File: config.mk
export PLATFORM = sky130hd
export DESIGN_NAME = mem_port_arbiter
export DESIGN_NICKNAME = d
export VERILOG_FILES = /design/src/rtl/mem_port_arbiter.sv
export SDC_FILE = /design/constraint.sdc
export NUM_CORES = 1
export LEC_CHECK = 0
export CAP_MARGIN = 15
export CORE_AREA = 2 2 118 120
export CTS_CLUSTER_SIZE = 25
export DETAILED_ROUTE_END_ITERATION = 12
export DIE_AREA = 0 0 120 122
export DONT_BUFFER_PORTS = 1
export GPL_TIMING_DRIVEN = 1
export HOLD_SLACK_MARGIN = 0.15
export PLACE_DENSITY = 0.42
export SYNTH_ARGS = -nofsm -noshare
export SYNTH_HDL_FRONTEND = slang
export SYNTH_SLANG_ARGS = --single-unit
File: constraint.sdc
create_clock -name clk -period 4.65 [get_ports clk]
set_clock_uncertainty 0.05 [all_clocks]
set_input_delay 0.93 -clock clk [delete_from_list [all_inputs] [get_ports clk]]
set_output_delay 0.93 -clock clk [all_outputs]
set_load 0.05 [all_outputs]
File: src/rtl/mem_port_arbiter.sv
// Two-port round-robin arbiter for the shared instruction/data memory port.
// One transaction in flight; reads return through a per-port data register.
module mem_port_arbiter #(
    parameter int ADDR_W  = 32,
    parameter int DATA_W  = 32,
    parameter int MEM_LAT = 1
) (
    input  logic              clk,
    input  logic              rst,
    input  logic              m0_req,
    input  logic              m0_we,
    input  logic [ADDR_W-1:0] m0_addr,
    input  logic [DATA_W-1:0] m0_wdata,
    output logic              m0_gnt,
    output logic [DATA_W-1:0] m0_rdata,
    output logic              m0_rvalid,
    input  logic              m1_req,
    input  logic              m1_we,
    input  logic [ADDR_W-1:0] m1_addr,
    input  logic [DATA_W-1:0] m1_wdata,
    output logic              m1_gnt,
    output logic [DATA_W-1:0] m1_rdata,
    output logic              m1_rvalid,
    output logic              mem_en,
    output logic              mem_we,
    output logic [ADDR_W-1:0] mem_addr,
    output logic [DATA_W-1:0] mem_wdata,
    input  logic [DATA_W-1:0] mem_rdata
);

    typedef enum logic [1:0] {
        IDLE,
        ISSUE,
        WAIT,
        DONE
    } state_t;

    localparam logic [3:0] LAT_M1 = 4'(MEM_LAT - 1);

    state_t            state_q, state_d;
    logic              sel_q, sel_d;
    logic              last_q, last_d;
    logic [3:0]        cnt_q, cnt_d;
    logic [DATA_W-1:0] rdata0_q, rdata0_d;
    logic [DATA_W-1:0] rdata1_q, rdata1_d;

    logic              sel_we;
    logic [ADDR_W-1:0] sel_addr;
    logic [DATA_W-1:0] sel_wdata;

    assign sel_we    = sel_q ? m1_we    : m0_we;
    assign sel_addr  = sel_q ? m1_addr  : m0_addr;
    assign sel_wdata = sel_q ? m1_wdata : m0_wdata;

    assign m0_rdata = rdata0_q;
    assign m1_rdata = rdata1_q;

    always_ff @(posedge clk) begin
        if (rst) begin
            state_q  <= IDLE;
            sel_q    <= 1'b0;
            last_q   <= 1'b1;
            cnt_q    <= '0;
            rdata0_q <= '0;
            rdata1_q <= '0;
        end else begin
            state_q  <= state_d;
            sel_q    <= sel_d;
            last_q   <= last_d;
            cnt_q    <= cnt_d;
            rdata0_q <= rdata0_d;
            rdata1_q <= rdata1_d;
        end
    end

    always_comb begin
        state_d   = state_q;
        sel_d     = sel_q;
        last_d    = last_q;
        cnt_d     = cnt_q;
        rdata0_d  = rdata0_q;
        rdata1_d  = rdata1_q;
        m0_gnt    = 1'b0;
        m1_gnt    = 1'b0;
        m0_rvalid = 1'b0;
        m1_rvalid = 1'b0;
        mem_en    = 1'b0;
        mem_we    = 1'b0;
        mem_addr  = '0;
        mem_wdata = '0;
        unique case (state_q)
            IDLE: begin
                // On a tie the port that did not win last time goes next
                if (m0_req || m1_req) begin
                    sel_d   = (m0_req && m1_req) ? ~last_q : m1_req;
                    state_d = ISSUE;
                end
            end
            ISSUE: begin
                mem_en    = 1'b1;
                mem_we    = sel_we;
                mem_addr  = sel_addr;
                mem_wdata = sel_wdata;
                m0_gnt    = ~sel_q;
                m1_gnt    = sel_q;
                last_d    = sel_q;
                if (sel_we) begin
                    state_d = IDLE;
                end else begin
                    cnt_d   = LAT_M1;
                    state_d = WAIT;
                end
            end
            WAIT: begin
                if (cnt_q != 4'd0) begin
                    cnt_d = cnt_q - 4'd1;
                end else begin
                    if (sel_q) begin
                        rdata1_d = mem_rdata;
                    end else begin
                        rdata0_d = mem_rdata;
                    end
                    state_d = DONE;
                end
            end
            DONE: begin
                m0_rvalid = ~sel_q;
                m1_rvalid = sel_q;
                state_d   = IDLE;
            end
            default: state_d = IDLE;
        endcase
    end

endmodule

* Word level (Yosys, flattened, before mapping) *
Cells that the tools add are included.

cells by class
  add/subtract/negate cells = 1
  eq/ne operators = 7
  mux-type cells = 19
  bitwise operators = 3
  reductions and logical operators = 10

operators by type and width
  kind                                                                   number
  32-bit 2-to-1 mux                                                      4
  3-bit AND reduction                                                    3
  1-bit 2-to-1 mux                                                       8
  4-bit 2-to-1 mux                                                       2
  2-bit inequality test, second input constant                           4
  2-bit case mux with 4 select lines                                     1
  4-bit case mux with 2 select lines                                     1
  2-bit 2-to-1 mux                                                       3
  2-bit equality test, second input constant                             2
  2-bit AND reduction                                                    2
  4-bit nonzero test                                                     1
  4-bit by 1-bit subtractor with 4-bit output, second input constant     1
  1-bit NOT                                                              3
  2-bit by 1-bit equality test with 1-bit output, second input constant  1
  2-bit logical NOT                                                      1
  2-bit nonzero test                                                     1
  1-bit logical AND                                                      1
  1-bit logical OR                                                       1

word-level totals
  bits in registers = 72
  output and inout port bits = 134

* Logic depth before layout (Yosys ltp) *
  depth in word-level cells = 3
  gate-level depth with buffers = 7
  mapped depth without buffers = 5

* Least setup slack after synthesis *
No wires, ideal clock.

  kind = reg-to-output
  from = reg sel_q
  to = out mem_addr[10]
  arrival = 1737 ps
  slack = 1933 ps
  cell stages (with the launch flop) = 6
  path through = dfxtp_1 buf_2 buf_2 buf_2 mux2i_1 nor2_1

between the ends
  word-level cells in the longest chain between the ends = 2

RTL lines
  element                 RTL line  RTL
  from (decl)             41        logic sel_q, sel_d;
  from (signal assigned)  68        sel_q <= sel_d;
  32-bit 2-to-1 mux       52        assign sel_addr = sel_q ? m1_addr : m0_addr;
  32-bit 2-to-1 mux       91        unique case (state_q)
  to (decl)               26        output logic [ADDR_W-1:0] mem_addr,

Every way passes these cells.

==> results.sh <==
export IMPL_status="finished clean"
export IMPL_simple_gate_fraction_of_synth_area_pct=25.03
export IMPL_synth_cells=438
export IMPL_clkLatencyLatePin_ns=0.33
export IMPL_setup_ws_ns=1.205
export IMPL_pwr_density_cell_nw_per_um2=393.1
export IMPL_clock_power_share_pct=40.3
export IMPL_drv_max_cap_violation_count=0
export IMPL_cts_resized=0
export IMPL_root_buffer="clkbuf_16"
export IMPL_xor_and_xnor_area_share_after_synthesis_pct=0
export IMPL_ys_types=32
export IMPL_asyncSetResetFlopFracSynth_pct=0
export IMPL_place_hpwl_mm=9.644
export IMPL_worstPathArrival_ns=2.46
export IMPL_share_seq_of_total_power_pct=40.1
export IMPL_die_width_um=120
export IMPL_worst_setup_path_start_kind="flip-flop"
export IMPL_rsz0062_at_grt="no"
export IMPL_initial_util_pct=29.87
export IMPL_post_layout_nonfiller_instances=606
export IMPL_clk_path_buf_depth=2
export IMPL_grt_pass1_vias=2850
export IMPL_cellLeakagePower_nw=1.712
export IMPL_layout_commonest_cell="mux2i_1"
export IMPL_crit_path_max_fanout=44
export IMPL_setup_violations=0
export IMPL_finalMaxSlewViolations=0
export IMPL_fmax_ghz=0.2903
export IMPL_ant_nets=0
export IMPL_synthesis_area_per_instance_um2=9.210
export IMPL_timing_critical_path_to_type="primary output"
export IMPL_layout_area_seq_um2=1445
export IMPL_post_route_cells_drive_above_1_share_pct=6.588
export IMPL_synth_flop_cell="dfxtp_1"
export IMPL_pin_count=300
export IMPL_kind_of_critical_path="reg -> out"
export IMPL_synth_edf_count=0
export IMPL_routed_via_count=3023
export IMPL_detail_route_iter0_violations=108
export IMPL_viasPerCell=4.988
export IMPL_synth_seq_area_share_pct=35.73
export IMPL_fp_row_count=43
export IMPL_period_minus_slack_ns=3.445
export IMPL_place_congestion=0.9419
export IMPL_power_switching_mw=0.5859
export IMPL_grt_overflow=0
export IMPL_post_dp_cell_area_um2=4134
export IMPL_final_period_utilization_pct=74.08
export IMPL_final_area_um2=4442
export IMPL_synth_top_family_by_area="multiplexers"
export IMPL_multi_input_area_um2=2407
export IMPL_slowest_stage="nor2_1"
export IMPL_detail_route_wirelength_mm=12.56
export IMPL_grtUsageMet3_pct=6.788
export IMPL_place_worst_setup_slack_ns=1.522
export IMPL_timing_slew_headroom_pct=22.20
export IMPL_grt_start_max_net_pins=103
export IMPL_layout_filler_cells=1395
export IMPL_syn_cell_area_um2=4034
export IMPL_design_die_area_um2=14640
export IMPL_cp_cell_sequence="nand2b_2, buf_4, nor2_1"
export IMPL_sw_frac_of_total_pct=33.55
export IMPL_synth_mux_area_fraction_pct=32.01
export IMPL_design_core_area_um2=13500
export IMPL_cts_hold_fix_buffers=0
export IMPL_cp_top_family="simple AND/OR/NAND/NOR gates"
export IMPL_vdd_ir_drop_max_mv=0.1337
export IMPL_postSynthNetCount=605
export IMPL_global_route_met2_utilization_pct=26.03
export IMPL_numCtsBuffers=9
export IMPL_clock_sinks=72
export IMPL_clk_pin_slew_worst_paths_ns=0.06
export IMPL_routed_wire_length_per_instance_um=20.73
export IMPL_post_route_drc_count=0
export IMPL_cts_max_level=3
export IMPL_nets=588
export IMPL_worstHoldPathType="reg -> reg"
export IMPL_detail_route_first_pass_iterations=4
export IMPL_post_cts_setup_buffer_count=0
export IMPL_area_growth_syn_to_layout_pct=10.11
export IMPL_cts_tree="built"
export IMPL_synthesis_yosys_warnings=0
export IMPL_worstPathBufferInverterCount=1
export IMPL_met1_usage_pct=18.21
export IMPL_post_place_cells=590
export IMPL_initial_antenna_violation_count=2
export IMPL_slowest_delay_ns=0.75
export IMPL_power_report_internal_total_mw=1.160
export IMPL_fp_dieH_um=122
export IMPL_crit_required_ns=3.67
export IMPL_port_buffer_count=0
export IMPL_combPwrFrac_pct=19.6
export IMPL_yosys_area_share_adder_pct=0.3102
export IMPL_synth_compound_gate_area_share_pct=2.264
export IMPL_timing_setup_tns_ns=0
export IMPL_layout_common_cells="mux2i_1, nand2b_1, dfxtp_1"
export IMPL_wire_length_of_the_first_global_routing_pass_mm=17.24
export IMPL_global_route_usage_total_pct=15.87
export IMPL_gr_max_usage_layer="met2"
export IMPL_actual_transition_at_the_worst_max_transition_pin_ns=1.163
export IMPL_post_synthesis_sequential_element_count=72
export IMPL_final_hold_violation_count=0
[power groups by stage]
stage | Sequential (mW) | Clock (mW) | Combinational [mW]
6_report | 0.700 | 0.704 | 0.342
5_1_grt | 0.702 | 0.763 | 0.359
3_5_place_dp | 0.714 | 0 | 0.347
3_3_place_gp | 0.713 | 0 | 0.342
2_1_floorplan | 0.697 | 0 | 0.328
4_1_cts | 0.700 | 0.733 | 0.346
[metrics by stage]
step	hold WS (ns)	utilization (%)	total power, mW
4_1_cts	0.4172	32.87	1.779
5_1_grt	0.4280	32.87	1.824
6_report	0.4126	32.89	1.746
3_5_place_dp	0.4039	30.61	1.060
3_3_place_gp	0.3967	30.61	1.055
2_1_floorplan	0.3860	-	1.025
[routing by layer]
layer	wire length, um	part of all wire [%]	up-vias
li1	-	-	1434
met1	4950	39	1409
met2	6024	48	159
met3	1259	10	17
met4	304	2.4	4
met5	24	0.19	-
[registers in the layout (all words and copies together) (netlist names), named ones only]
signal    cells
cnt_q         4
m1_rdata     32
sel_q         1
state_q       1
last_q        1
m0_rdata     32
[logic make-up after synthesis]
kind of cell / after synthesis
adders and majority gates: 1
AOI/OAI and AO/OA: 14
and+or+nand+nor: 184
DFF: 72
buffers and inverters: 38
muxes: 129
[cell type report]
cell class / count / area share (%)
Clock inverter: 4 / 1.183
Tap cell: 180 / 5.070
Timing Repair Buffer: 5 / 0.8451
Clock buffer: 11 / 5.690
Sequential cell: 72 / 32.54
Multi-Input combinational cell: 328 / 54.20
Inverter: 5 / 0.4225
Antenna cell: 1 / 0.05634
[Yosys cell counts (2+ instances only)]
library cell | instances | share of area, %
mux2i_1 | 129 | 32
nand2b_1 | 98 | 15
dfxtp_1 | 72 | 36
nor2_1 | 69 | 6.4
clkbuf_1 | 15 | 1.4
buf_2 | 12 | 1.5
a21oi_1 | 5 | 0.62
buf_1 | 3 | 0.28
inv_1 | 3 | 0.28
nand3_1 | 3 | 0.37
o21ai_0 | 3 | 0.37
a21o_1 | 2 | 0.37
and3_1 | 2 | 0.31
buf_8 | 2 | 0.74
inv_2 | 2 | 0.19
nor3_4 | 2 | 0.81
[path summary, 6_finish.rpt]
kind,slack [ns],to,start,depth (start not counted)
worst max register to register,2.31,cnt_q[1],flip-flop,5
worst min-delay path,0.41,last_q,last_q,1
worst min register to register,0.41,last_q,last_q,1
worst max-delay path,1.21,mem_addr[12],flip-flop,3
No activity file was read; power rests on OpenSTA's default activity.
